## config.mk

```make
export PLATFORM = sky130hd
export DESIGN_NAME = reg_bank_ms_flat
export DESIGN_NICKNAME = d
export VERILOG_FILES = /design/src/rtl/reg_bank_ms_if.sv /design/src/rtl/reg_bank_ms.sv /design/src/flat_wrapper.sv
export SDC_FILE = /design/constraint.sdc
export NUM_CORES = 1
export LEC_CHECK = 0
export CORE_MARGIN = 3
export CORE_UTILIZATION = 35
export DETAILED_ROUTE_END_ITERATION = 12
export PLACE_DENSITY = 0.66
export SETUP_SLACK_MARGIN = 0.3
export SLEW_MARGIN = 20
export SYNTH_ARGS = -nofsm -noshare
export SYNTH_HDL_FRONTEND = slang
export SYNTH_SLANG_ARGS = --single-unit
```

## constraint.sdc

```tcl
create_clock -name clock -period 2.6 [get_ports clock]
set_input_delay 0.65 -clock clock [delete_from_list [all_inputs] [get_ports clock]]
set_output_delay 0.65 -clock clock [all_outputs]
set_load 0.01 [all_outputs]
```

## src/rtl/reg_bank_ms_if.sv

```systemverilog
// Bus bundle for reg_bank_ms: write-side controls, read address and the observed outputs.
// The master drives the switches/keys side; the slave is the register bank.
interface reg_bank_ms_if #(
    parameter int unsigned WIDTH  = 3,
    parameter int unsigned ADDR_W = 2
);
    logic              en;
    logic [ADDR_W-1:0] addr;
    logic [2:0]        mode;
    logic [WIDTH-1:0]  d;
    logic              ser_in;
    logic [ADDR_W-1:0] rd_addr;
    logic [WIDTH-1:0]  q;
    logic              zero;
    logic              ser_out;
    logic              carry;
    logic              upd;

    modport master (
        output en, addr, mode, d, ser_in, rd_addr,
        input  q, zero, ser_out, carry, upd
    );

    modport slave (
        input  en, addr, mode, d, ser_in, rd_addr,
        output q, zero, ser_out, carry, upd
    );
endinterface

```

## src/rtl/reg_bank_ms.sv

```systemverilog
// Multi-mode register bank: DEPTH words of WIDTH bits, per-clock load/shift/rotate/inc/clear
// on one addressed word, with an independent combinational read port.
module reg_bank_ms #(
    parameter int unsigned WIDTH  = 3,
    parameter int unsigned DEPTH  = 4,
    parameter int unsigned ADDR_W = 2
) (
    input  logic                clock,
    input  logic                resetn,
    reg_bank_ms_if.slave        bus
);
    localparam int unsigned M = WIDTH - 1;

    typedef enum logic [2:0] {
        ModeHold = 3'b000,
        ModeLoad = 3'b001,
        ModeShl  = 3'b010,
        ModeShr  = 3'b011,
        ModeRol  = 3'b100,
        ModeRor  = 3'b101,
        ModeInc  = 3'b110,
        ModeClr  = 3'b111
    } mode_e;

    logic [WIDTH-1:0] mem_q [DEPTH];
    logic [WIDTH-1:0] mem_d [DEPTH];
    logic             ser_out_q, ser_out_d;
    logic             carry_q, carry_d;
    logic             upd_q, upd_d;
    logic             accept;
    logic [WIDTH-1:0] w;
    logic             rd_valid;

    // Addresses past DEPTH exist only when DEPTH is not a power of two; such writes are dropped.
    assign accept = bus.en && (32'(bus.addr) < DEPTH);

    always_comb begin
        mem_d     = mem_q;
        ser_out_d = ser_out_q;
        carry_d   = carry_q;
        upd_d     = accept;
        w         = '0;
        if (accept) begin
            w = mem_q[bus.addr];
            unique case (mode_e'(bus.mode))
                ModeHold: mem_d[bus.addr] = w;
                ModeLoad: mem_d[bus.addr] = bus.d;
                ModeShl: begin
                    mem_d[bus.addr] = {w[M-1:0], bus.ser_in};
                    ser_out_d       = w[M];
                end
                ModeShr: begin
                    mem_d[bus.addr] = {bus.ser_in, w[M:1]};
                    ser_out_d       = w[0];
                end
                ModeRol: begin
                    mem_d[bus.addr] = {w[M-1:0], w[M]};
                    ser_out_d       = w[M];
                end
                ModeRor: begin
                    mem_d[bus.addr] = {w[0], w[M:1]};
                    ser_out_d       = w[0];
                end
                ModeInc: begin
                    mem_d[bus.addr] = w + {{(WIDTH-1){1'b0}}, 1'b1};
                    carry_d         = &w;
                end
                ModeClr: mem_d[bus.addr] = '0;
                default: mem_d[bus.addr] = w;
            endcase
        end
    end

    always_ff @(posedge clock or negedge resetn) begin
        if (!resetn) begin
            for (int i = 0; i < int'(DEPTH); i++) begin
                mem_q[i] <= '0;
            end
            ser_out_q <= 1'b0;
            carry_q   <= 1'b0;
            upd_q     <= 1'b0;
        end else begin
            mem_q     <= mem_d;
            ser_out_q <= ser_out_d;
            carry_q   <= carry_d;
            upd_q     <= upd_d;
        end
    end

    // Read port has no write bypass: it sees only the registered words.
    assign rd_valid    = 32'(bus.rd_addr) < DEPTH;
    assign bus.q       = rd_valid ? mem_q[bus.rd_addr] : '0;
    assign bus.zero    = (bus.q == '0);
    assign bus.ser_out = ser_out_q;
    assign bus.carry   = carry_q;
    assign bus.upd     = upd_q;
endmodule

```

## src/flat_wrapper.sv

```systemverilog
// flat-port wrapper written by rule: the top's interface ports become plain ports
module reg_bank_ms_flat 
#(
    parameter int unsigned WIDTH  = 3,
    parameter int unsigned DEPTH  = 4,
    parameter int unsigned ADDR_W = 2
)
  (clock, resetn, bus_en, bus_addr, bus_mode, bus_d, bus_ser_in, bus_rd_addr, bus_q, bus_zero, bus_ser_out, bus_carry, bus_upd);
  reg_bank_ms_if #(.WIDTH(WIDTH), .ADDR_W(ADDR_W)) bus_i ();
  input  logic clock;
  input  logic resetn;
  input wire logic [$bits(bus_i.en)-1:0] bus_en;
  input wire logic [$bits(bus_i.addr)-1:0] bus_addr;
  input wire logic [$bits(bus_i.mode)-1:0] bus_mode;
  input wire logic [$bits(bus_i.d)-1:0] bus_d;
  input wire logic [$bits(bus_i.ser_in)-1:0] bus_ser_in;
  input wire logic [$bits(bus_i.rd_addr)-1:0] bus_rd_addr;
  output wire logic [$bits(bus_i.q)-1:0] bus_q;
  output wire logic [$bits(bus_i.zero)-1:0] bus_zero;
  output wire logic [$bits(bus_i.ser_out)-1:0] bus_ser_out;
  output wire logic [$bits(bus_i.carry)-1:0] bus_carry;
  output wire logic [$bits(bus_i.upd)-1:0] bus_upd;
  assign bus_i.en = bus_en;
  assign bus_i.addr = bus_addr;
  assign bus_i.mode = bus_mode;
  assign bus_i.d = bus_d;
  assign bus_i.ser_in = bus_ser_in;
  assign bus_i.rd_addr = bus_rd_addr;
  assign bus_q = bus_i.q;
  assign bus_zero = bus_i.zero;
  assign bus_ser_out = bus_i.ser_out;
  assign bus_carry = bus_i.carry;
  assign bus_upd = bus_i.upd;
  reg_bank_ms #(.WIDTH(WIDTH), .DEPTH(DEPTH), .ADDR_W(ADDR_W)) u_core (.clock(clock), .resetn(resetn), .bus(bus_i));
endmodule
```

==> metrics.md, run 1 <==
| Metric | Value |
|---|---|
| Status | `finished, final reports clean` |
| Hold crit path type | `flop to flop` |
| CP max stage cell | `mux4_2` |
| Fin crit share | `0.862` |
| Clock transition at path regs | `0.06 ns` |
| CP Data Required Time | `1.95 ns` |
| Leakage | `approximately 0.72 nW` |
| Filler cells | `331` |
| Final RePlAce weighted congestion | `just over 0.9` |
| Main flop type after synthesis | `dfrtp_1` |
| Hold-critical path depth | `1` |
| Final hold vios | `0` |
| Worst Tran Pin Value | `around 0.66 ns` |
| Peak VDD IR | `between 0.3 and 0.4 mV` |
| CP delay by family, top | `multiplexers` |
| Post-CTS setup buffers | `0` |
| Post-DP HPWL | `3.20 mm` |
| Sequential area share after synthesis | `0.289` |
| Avg Inst Size Synth | `about 8.6 µm²` |
| Layout cells sized above 1 | `0.272` |
| Period minus WS final | `roughly 2.2 ns` |
| Core Rows | `21` |
| Yosys warns | `0` |
| Unrepaired setup endpoints after global routing | `yes` |
| Multi-input logic area | `between 900 and 1000 µm²` |
| Io pins | `21` |
| First-pass GRT wire length | `6.71 mm` |
| PnR Total Power | `around 0.96 mW` |
| CTS root buffer | `clkbuf_8` |
| Internal | `roughly 0.6 mW` |
| All-Layer GR Usage | `0.198` |
| Clock buffer depth | `2` |
| Die area | `4480 µm²` |
| Switching pwr | `approximately 0.34 mW` |
| Clock Sinks | `15` |
| Die Wd | `~67 µm` |
| Clock network fraction of design power | `0.196` |
| Crit. End Element | `output port` |
| CP Cell Sequence | `buf_4 > mux4_2 > nor3_2 > buf_2` |
| R2R depth | `6` |
| Post-synth cell types | `45` |
| Vias in the first global route | `between 1000 and 1500` |
| WP buf/inv | `2` |
| Largest net degree at the start of global routing | `16` |
| DRT iter0 DRCs | `approximately 110` |
| CP max stage delay | `just over 0.5 ns` |
| Grt ovf | `0` |
| Wire length per cell | `17.1 µm` |
| Met1 usage | `0.253` |
| # diodes | `0` |
| Final design utilization | `0.510` |
| Clk_skew | `0.00166 ns` |
| CTS tree | `done` |
| Final setup fails | `0` |
| Slew HR | `0.559` |
| Syn Std Cell Area | `around 1300 µm²` |
| Clk Latency, worst-skew pair | `0.25 ns` |
| Switching share of total power | `0.357` |
| Critical path depth | `4` |
| Drt via density | `~5.8` |
| Gate power share | `0.440` |
| Worst setup SP type | `input pin` |
| Initial antenna violation count | `0` |
| Crit Path Category | `input pin to output port` |
| H-tree depth | `1` |
| Global-route track usage on met3 | `0.0371` |
| Max Freq | `0.446 GHz` |
| Core area | `between 3000 and 4000 µm²` |
| Fin nets | `roughly 210` |
| Register area | `between 300 and 400 µm²` |
| P per Cell Area | `~540 nW/µm²` |
| Port bufs | `20` |
| Seq cells post-synth | `15` |
| DR pass1 iterations | `4` |
| Chip Height | `66.9 µm` |
| # Max-Cap Violations | `0` |
| Critical Path Fanout Max | `3` |
| Area growth syn-to-layout | `36.2%` |
| Starting Density | `0.375` |
| Total Routed Length | `~4 mm` |
| CP Data Arrival Time | `roughly 1.6 ns` |
| Vias | `between 1000 and 1500` |
| Detail Route Antenna Nets | `0` |
| Residual DRC | `0` |
| EDFF count, synth | `0` |
| Reg power frac | `0.364` |
| Asr flop ratio synth | `1.00` |
| Fin. max-slew vios | `0` |
| Syn Nets | `168` |
| Met2 Use GR | `0.345` |
| Cells after Synth | `152` |
| Total CTS buffers | `3` |
| Top Usage Layer GRT | `met2` |
## cells in the final DEF (no fill, tap or decap), drive strengths merged, types with 4 or more instances in the layout
cell type,n
dlygate4sd2,4
a31oi,5
nor2,17
a21oi,6
nor2b,4
mux4,6
nand2,12
dfrtp,15
o21ai,16
nor3,6
nor3b,5
buf,26
clkdlybuf4s50,12
## metrics by stage
step | area [µm²] | instances | hold slack, ns | setup TNS [ns] | setup WS, ns
global placement | 1700 | 233 | 0.497 | -6.46 | -0.542
CTS | 1730 | 237 | 0.533 | 0 | 0.312
finish | 1770 | 237 | 0.520 | 0 | 0.359
floorplan | 1300 | 152 | 0.354 | 0 | 0.308
detailed placement | 1700 | 233 | 0.522 | -6.17 | -0.582
global route | 1770 | 237 | 0.548 | 0 | 0.273
## cells in the mapped netlist (2+ instances only)
cell type / count / area [µm²]
nor2_1: 17 / 63.8
o21ai_0: 16 / 80.1
dfrtp_1: 15 / 375
nand2_1: 12 / 45.0
a21oi_1: 6 / 30.0
clkbuf_1: 6 / 22.5
nor3_1: 6 / 30.0
a31oi_1: 5 / 31.3
mux4_2: 5 / 113
nor3b_1: 5 / 37.5
nor2b_1: 4 / 25.0
a21o_1: 3 / 22.5
and2_1: 3 / 18.8
and3_1: 3 / 18.8
inv_1: 3 / 11.3
mux2_2: 3 / 33.8
o22ai_1: 3 / 18.8
a211oi_1: 2 / 15.0
a221oi_1: 2 / 17.5
a22oi_1: 2 / 15.0
a41oi_1: 2 / 17.5
ha_1: 2 / 25.0
nand2b_1: 2 / 12.5
nand3_1: 2 / 10.0
or3_1: 2 / 12.5
or3b_2: 2 / 17.5
## routing by layer
metal / vias up / part of all wire / routed length [µm]
met5: - / 0 / 0
met4: 0 / 0 / 0
met3: 0 / 0.046 / 186
met2: 39 / 0.50 / 2020
met1: 680 / 0.45 / 1830
li1: 661 / - / -
## worst paths after layout
check                                        startpoint                            to  slack (ns)
max in group asynchronous                        resetn    asynchronous set/reset pin        1.37
hold reg to reg            u_core.bus.carry$_DFFE_PN0P_  u_core.bus.carry$_DFFE_PN0P_        0.52
setup reg to reg                                   flop                          flop        0.47
setup / recovery                         bus_rd_addr[0]                      bus_zero        0.36
hold / removal             u_core.bus.carry$_DFFE_PN0P_  u_core.bus.carry$_DFFE_PN0P_        0.52
min in group asynchronous                        resetn    asynchronous set/reset pin        0.80
## area by class of cell
class	instances	area share
Clock buffer	3	0.0233
Clock inverter	1	0.00283
Inverter	3	0.00636
Multi-Input combinational cell	126	0.520
Sequential cell	15	0.212
Tap cell	46	0.0325
Timing Repair Buffer	43	0.203
## power groups by stage
stage | registers, mW | logic, mW | clock network (mW)
CTS | 0.344 | 0.407 | 0.192
global placement | 0.347 | 0.417 | 0
detailed placement | 0.348 | 0.417 | 0
finish | 0.348 | 0.421 | 0.187
global route | 0.353 | 0.463 | 0.208
floorplan | 0.326 | 0.234 | 0
## cell families (layout without fill, tap and decap cells)
logic type / after synthesis / in the layout / share of synthesized area
xor gates and xnor gates: 2 / 2 / 0.0135
and+or+nand+nor: 61 / 61 / 0.243
DFF: 15 / 15 / 0.289
adders and majority gates: 2 / 2 / 0.0192
buffers and inverters: 11 / 50 / 0.0327
muxes: 10 / 10 / 0.141
AOI/OAI and AO/OA: 51 / 51 / 0.263
## timing repair
item,4_1_cts,5_1_grt
gates resized for setup,23,7
hold buffers,0,0
gates cloned,0,0
pin swaps,0,4
endpoints found under the setup margin,17,7
## worst reg2reg max path: stages (launching register included)
cell and delay [ns]:
dfrtp_1 0.46, mux4_2 0.50, ha_2 0.19, ha_1 0.28, a32oi_2 0.19, and4_4 0.27
a31oi_1 0.09
No activity file was read; power rests on OpenSTA's default activity.
==> run 2: changes to the inputs <==
- CORE_ASPECT_RATIO: unset -> 0.7
- SKIP_CTS_REPAIR_TIMING: unset -> 1
==> run 2 against run 1 <==
  * Global-route usage grew 1.6 points
  * Maximum frequency down 5.5%
  * Power increased by 3.2%
  * Core utilization up 3.1 points
  * Clock power barely moved
  * Non-clock buffer count is 4 higher
  * Worst hold slack improved by 0.0020 ns
  * Largest cell class unchanged
  * Highest routed layer is now met4
==> metrics.md, run 2 (synthesized netlist as in run 1, its figures left out) <==
| Metric | Value |
|---|---|
| Status | `finished, final reports clean` |
| H-tree depth | `1` |
| DR pass1 iterations | `5` |
| CP Data Required Time | `just under 2 ns` |
| Layout cells sized above 1 | `0.267` |
| Max Freq | `approximately 0.42 GHz` |
| Final design utilization | `0.541` |
| # placed instances | `238` |
| Leakage | `0.783 nW` |
| Multi-input logic area | `between 900 and 1000 µm²` |
| CP Data Arrival Time | `1.72 ns` |
| Total Routed Length | `approximately 4.6 mm` |
| Final hold vios | `0` |
| Unrepaired setup endpoints after global routing | `yes` |
| Clock transition at path regs | `about 0.060 ns` |
| Residual DRC | `0` |
| Fin nets | `212` |
| Final setup fails | `0` |
| Placement Setup Slack | `-0.691 ns` |
| Critical path's most frequent cell | `clkbuf_2` |
| Crit. End Element | `output port` |
| Die area | `4490 µm²` |
| Filler cells | `317` |
| P per Cell Area | `about 550 nW/µm²` |
| Drt via density | `about 6.2` |
| Most frequent cells in the layout | `27 x buf_4, 17 x nor2_1, 16 x o21ai_0` |
| Die Wd | `slightly below 80 µm` |
| Clk Latency, worst-skew pair | `roughly 0.25 ns` |
| Chip Height | `approximately 57 µm` |
| Vias in the first global route | `1447` |
| Post-DP HPWL | `~3.6 mm` |
| # Max-Cap Violations | `0` |
| Fin cells | `242` |
| Worst setup SP type | `input pin` |
| Detail Route Antenna Nets | `0` |
| Total CTS buffers | `3` |
| Clock buffer depth | `2` |
| All-Layer GR Usage | `0.214` |
| Clock Sinks | `15` |
| Grt ovf | `0` |
| CP max stage delay | `about 0.55 ns` |
| Initial antenna violation count | `0` |
| Commonest non-fill, non-tap cell in the layout | `buf_4` |
| Core Rows | `17` |
| Hold crit path type | `flop to flop` |
| CTS root buffer | `clkbuf_8` |
| Final RePlAce weighted congestion | `0.899` |
| Worst Tran Pin Value | `roughly 0.7 ns` |
| Hold-critical path depth | `1` |
| CTS tree | `done` |
| Fin. max-slew vios | `0` |
| Largest net degree at the start of global routing | `16` |
| Setup ws final | `approximately 0.23 ns` |
| Slew HR | `0.535` |
| R2R depth | `7` |
| Wire length per cell | `19.0 µm` |
| Crit Path Category | `input pin to output port` |
| Vias | `approximately 1500` |
| Port bufs | `20` |
| Fin crit share | `0.912` |
| Starting Density | `0.389` |
| Worst Hold End | `u_core.bus.carry$_DFFE_PN0P_` |
| Critical Path Fanout Max | `3` |
| Hold Path Origin | `u_core.bus.carry$_DFFE_PN0P_` |
| FF-to-FF setup slack | `0.37 ns` |
| # diodes | `0` |
| DRT iter0 DRCs | `about 150` |
| Io pins | `21` |
| Area growth syn-to-layout | `39.0%` |
| Core area | `3340 µm²` |
| CP max stage cell | `mux4_2` |
| Register area | `around 380 µm²` |
| CP Cell Sequence | `clkbuf_2 > mux4_2 > nor3_2 > clkbuf_2` |
| Clk_skew | `between 0.003 and 0.004 ns` |
| First-pass GRT wire length | `approximately 7.4 mm` |
| Peak VDD IR | `a little under 0.3 mV` |
| Period minus WS final | `2.37 ns` |
## run 2: metrics by stage
step / TNS [ns] / hold WS [ns] / total power, mW / area [µm²]
6_report: 0 / 0.522 / 0.987 / 1810
5_1_grt: 0 / 0.560 / 1.04 / 1810
4_1_cts: -3.49 / 0.533 / 0.972 / 1770
3_5_place_dp: -6.14 / 0.521 / 0.780 / 1730
3_3_place_gp: -5.49 / 0.506 / 0.769 / 1730
2_1_floorplan: 0 / 0.354 / 0.560 / 1300
## run 2: how the worst max path moves through the flow
stage                    from       end  slack (ns)
4_1_cts        bus_rd_addr[0]  bus_zero       -0.70
6_report       bus_rd_addr[0]  bus_zero        0.23
5_1_grt        bus_rd_addr[0]  bus_zero        0.22
2_1_floorplan     bus_addr[0]      flop        0.31
3_3_place_gp   bus_rd_addr[0]  bus_zero       -0.55
3_5_place_dp   bus_rd_addr[0]  bus_zero       -0.69
## run 2: final cells by class
cell class,instances,share of cell area
inverter,3,0.00623
sequential,15,0.208
clock buffer,4,0.0249
multi-input combinational,126,0.502
tap,47,0.0325
timing repair buffer,47,0.226
## run 2: report_power, final
group / switching [mW] / internal [mW] / leakage, nW
sequential: 0.0555 / 0.287 / 0.179
clock: 0.0812 / 0.109 / 0.0228
combinational: 0.219 / 0.236 / 0.581
total: 0.356 / 0.631 / 0.783
## run 2: per-layer routing
layer	share of wire	vias up	GRT usage	routed length, µm
met5	0	-	0	0
met4	0.019	0	0.0588	89
met3	0.11	14	0.0568	508
met2	0.45	97	0.319	2050
met1	0.42	713	0.308	1960
li1	-	669	-	-
## run 2: worst max-delay path: cells and delay by family
kind / cells / cell delay, ns
mux: 1 / 0.55
simple gates: 1 / 0.20
buf+inv: 2 / 0.32
==> run 3: changes to the inputs <==
- CELL_PAD_IN_SITES_DETAIL_PLACEMENT: unset -> 1
- CELL_PAD_IN_SITES_GLOBAL_PLACEMENT: unset -> 1
- CORE_UTILIZATION: 35 -> 28
- PLACE_DENSITY: 0.66 -> 0.69
==> run 3 against run 2 <==
  * Combinational power up 5.3%
  * Global-route usage down 2.4 points
  * Cell area up 0.62%
  * Wire length up 7.7%
  * Sequential share of layout area down 0.13 points
  * Flip-flop and latch count unchanged
  * Die area up 23%
  * Setup slack better by 0.096 ns
  * Cell count up 2.5%
  * Register-to-register slack better by 0.09 ns
  * Clock power up 3%
  * Sequential power up 2%
  * Critical path type unchanged
==> metrics.md, run 3 (synthesized netlist as in run 1, its figures left out) <==
| Metric | Value |
|---|---|
| Fin crit share | `0.875` |
| Commonest non-fill, non-tap cell in the layout | `buf_4` |
| Final setup fails | `0` |
| Starting Density | `0.295` |
| Fin. max-slew vios | `0` |
| Period minus WS final | `roughly 2.3 ns` |
| CP max stage cell | `mux4_2` |
| Chip Height | `63.0 µm` |
| Worst Tran Pin Value | `between 0.7 and 0.8 ns` |
| Detail Route Antenna Nets | `0` |
| Clock Sinks | `15` |
| Residual DRC | `0` |
| Fin cells | `approximately 250` |
| Largest net degree at the start of global routing | `16` |
| Critical Path Fanout Max | `3` |
| Total Routed Length | `4.96 mm` |
| Placed cell areas | `1720 µm²` |
| Design Area, Final | `1820 µm²` |
| # Max-Cap Violations | `0` |
| Slew HR | `0.516` |
| Total CTS buffers | `3` |
| Clk Latency, worst-skew pair | `approximately 0.26 ns` |
| Clk_skew | `~0.012 ns` |
| CTS root buffer | `clkbuf_8` |
| Hold crit path type | `flop to flop` |
| All-Layer GR Usage | `0.190` |
| Initial antenna violation count | `0` |
| # placed instances | `between 200 and 250` |
| First-pass GRT wire length | `just over 8 mm` |
| Max Freq | `around 0.44 GHz` |
| Port bufs | `20` |
| CTS tree | `done` |
| Drt via density | `between 5 and 6` |
| Grt ovf | `0` |
| Die Wd | `around 90 µm` |
| DR pass1 iterations | `4` |
| P per Cell Area | `between 500 and 600 nW/µm²` |
| Clock transition at path regs | `approximately 0.070 ns` |
| Status | `finished, final reports clean` |
| Final hold slack | `roughly 0.5 ns` |
| Core Rows | `20` |
| Most frequent cells in the layout | `27 x buf_4, 17 x nor2_1, 16 x o21ai_0` |
| Fin nets | `210` |
| Io pins | `21` |
| Leakage | `between 0.7 and 0.8 nW` |
| Unrepaired setup endpoints after global routing | `yes` |
| Final hold vios | `0` |
| Crit. End Element | `output port` |
| CP Data Required Time | `around 2 ns` |
| Clock buffer depth | `2` |
| Worst setup SP type | `input pin` |
| # diodes | `0` |
| CP max stage delay | `approximately 0.52 ns` |
| Peak VDD IR | `about 0.22 mV` |
| CP Cell Sequence | `buf_4 > mux4_2 > nor3_2 > buf_2` |
| Vias | `approximately 1500` |
| DRT iter0 DRCs | `between 80 and 90` |
| Die area | `roughly 5500 µm²` |
| Core area | `roughly 4400 µm²` |
| Wire length per cell | `about 20 µm` |
| Layout cells sized above 1 | `0.264` |
| Vias in the first global route | `between 1500 and 2000` |
| H-tree depth | `1` |
| Crit Path Category | `input pin to output port` |
| Post-DP HPWL | `3.86 mm` |
| Area growth syn-to-layout | `39.8%` |
| CP Data Arrival Time | `approximately 1.6 ns` |
| Final RePlAce weighted congestion | `roughly 0.95` |
-- run 3: power by group --
| part | leakage (nW) | internal (mW) | switching [mW] | total [mW] |
|---|---|---|---|---|
| clock network | 0.0228 | 0.109 | 0.0873 | 0.196 |
| registers | 0.179 | 0.287 | 0.0632 | 0.350 |
| logic | 0.579 | 0.254 | 0.226 | 0.479 |
-- run 3: routing by layer --
metal | global-route usage | vias up | share of wire
met3 | 0.0303 | 4 | 0.064
met5 | 0 | - | 0
met1 | 0.284 | 727 | 0.49
met2 | 0.289 | 61 | 0.44
met4 | 0.0345 | 0 | 0.0058
li1 | - | 665 | -
-- run 3: path summary, 6_finish.rpt --
check	start	slack, ns	end	cells past startpoint
setup / recovery	bus_rd_addr[0]	0.33	bus_zero	4
hold / removal	u_core.bus.carry$_DFFE_PN0P_	0.51	u_core.bus.carry$_DFFE_PN0P_	1
setup reg to reg	flop	0.46	flop	6
hold reg to reg	u_core.bus.carry$_DFFE_PN0P_	0.51	u_core.bus.carry$_DFFE_PN0P_	1
max in group asynchronous	resetn	1.31	asynchronous set/reset pin	1
min in group asynchronous	resetn	0.82	u_core.bus.carry$_DFFE_PN0P_	1
-- run 3: final cells by class --
type,count,area (µm²)
Fill cell,523,2590
Multi-Input combinational cell,126,922
Timing Repair Buffer,45,395
Sequential cell,15,375
Tap cell,55,68.8
Clock buffer,4,45.0
Inverter,3,11.3
-- run 3: metrics by stage --
stage          setup TNS [ns]  utilization  setup WS (ns)  total power [mW]
3_5_place_dp            -6.24        0.391         -0.603             0.811
5_1_grt                     0        0.413          0.280              1.09
3_3_place_gp            -5.52        0.391         -0.594             0.795
4_1_cts                 -3.44        0.402         -0.604              1.01
2_1_floorplan               0            -          0.308             0.560
6_report                    0        0.413          0.326              1.03
-- run 3: critical path, delay by kind of cell --
kind | cells | cell delay (ns)
multiplexers | 1 | 0.52
buffers and inverters | 2 | 0.26
AND/OR/NAND/NOR | 1 | 0.19
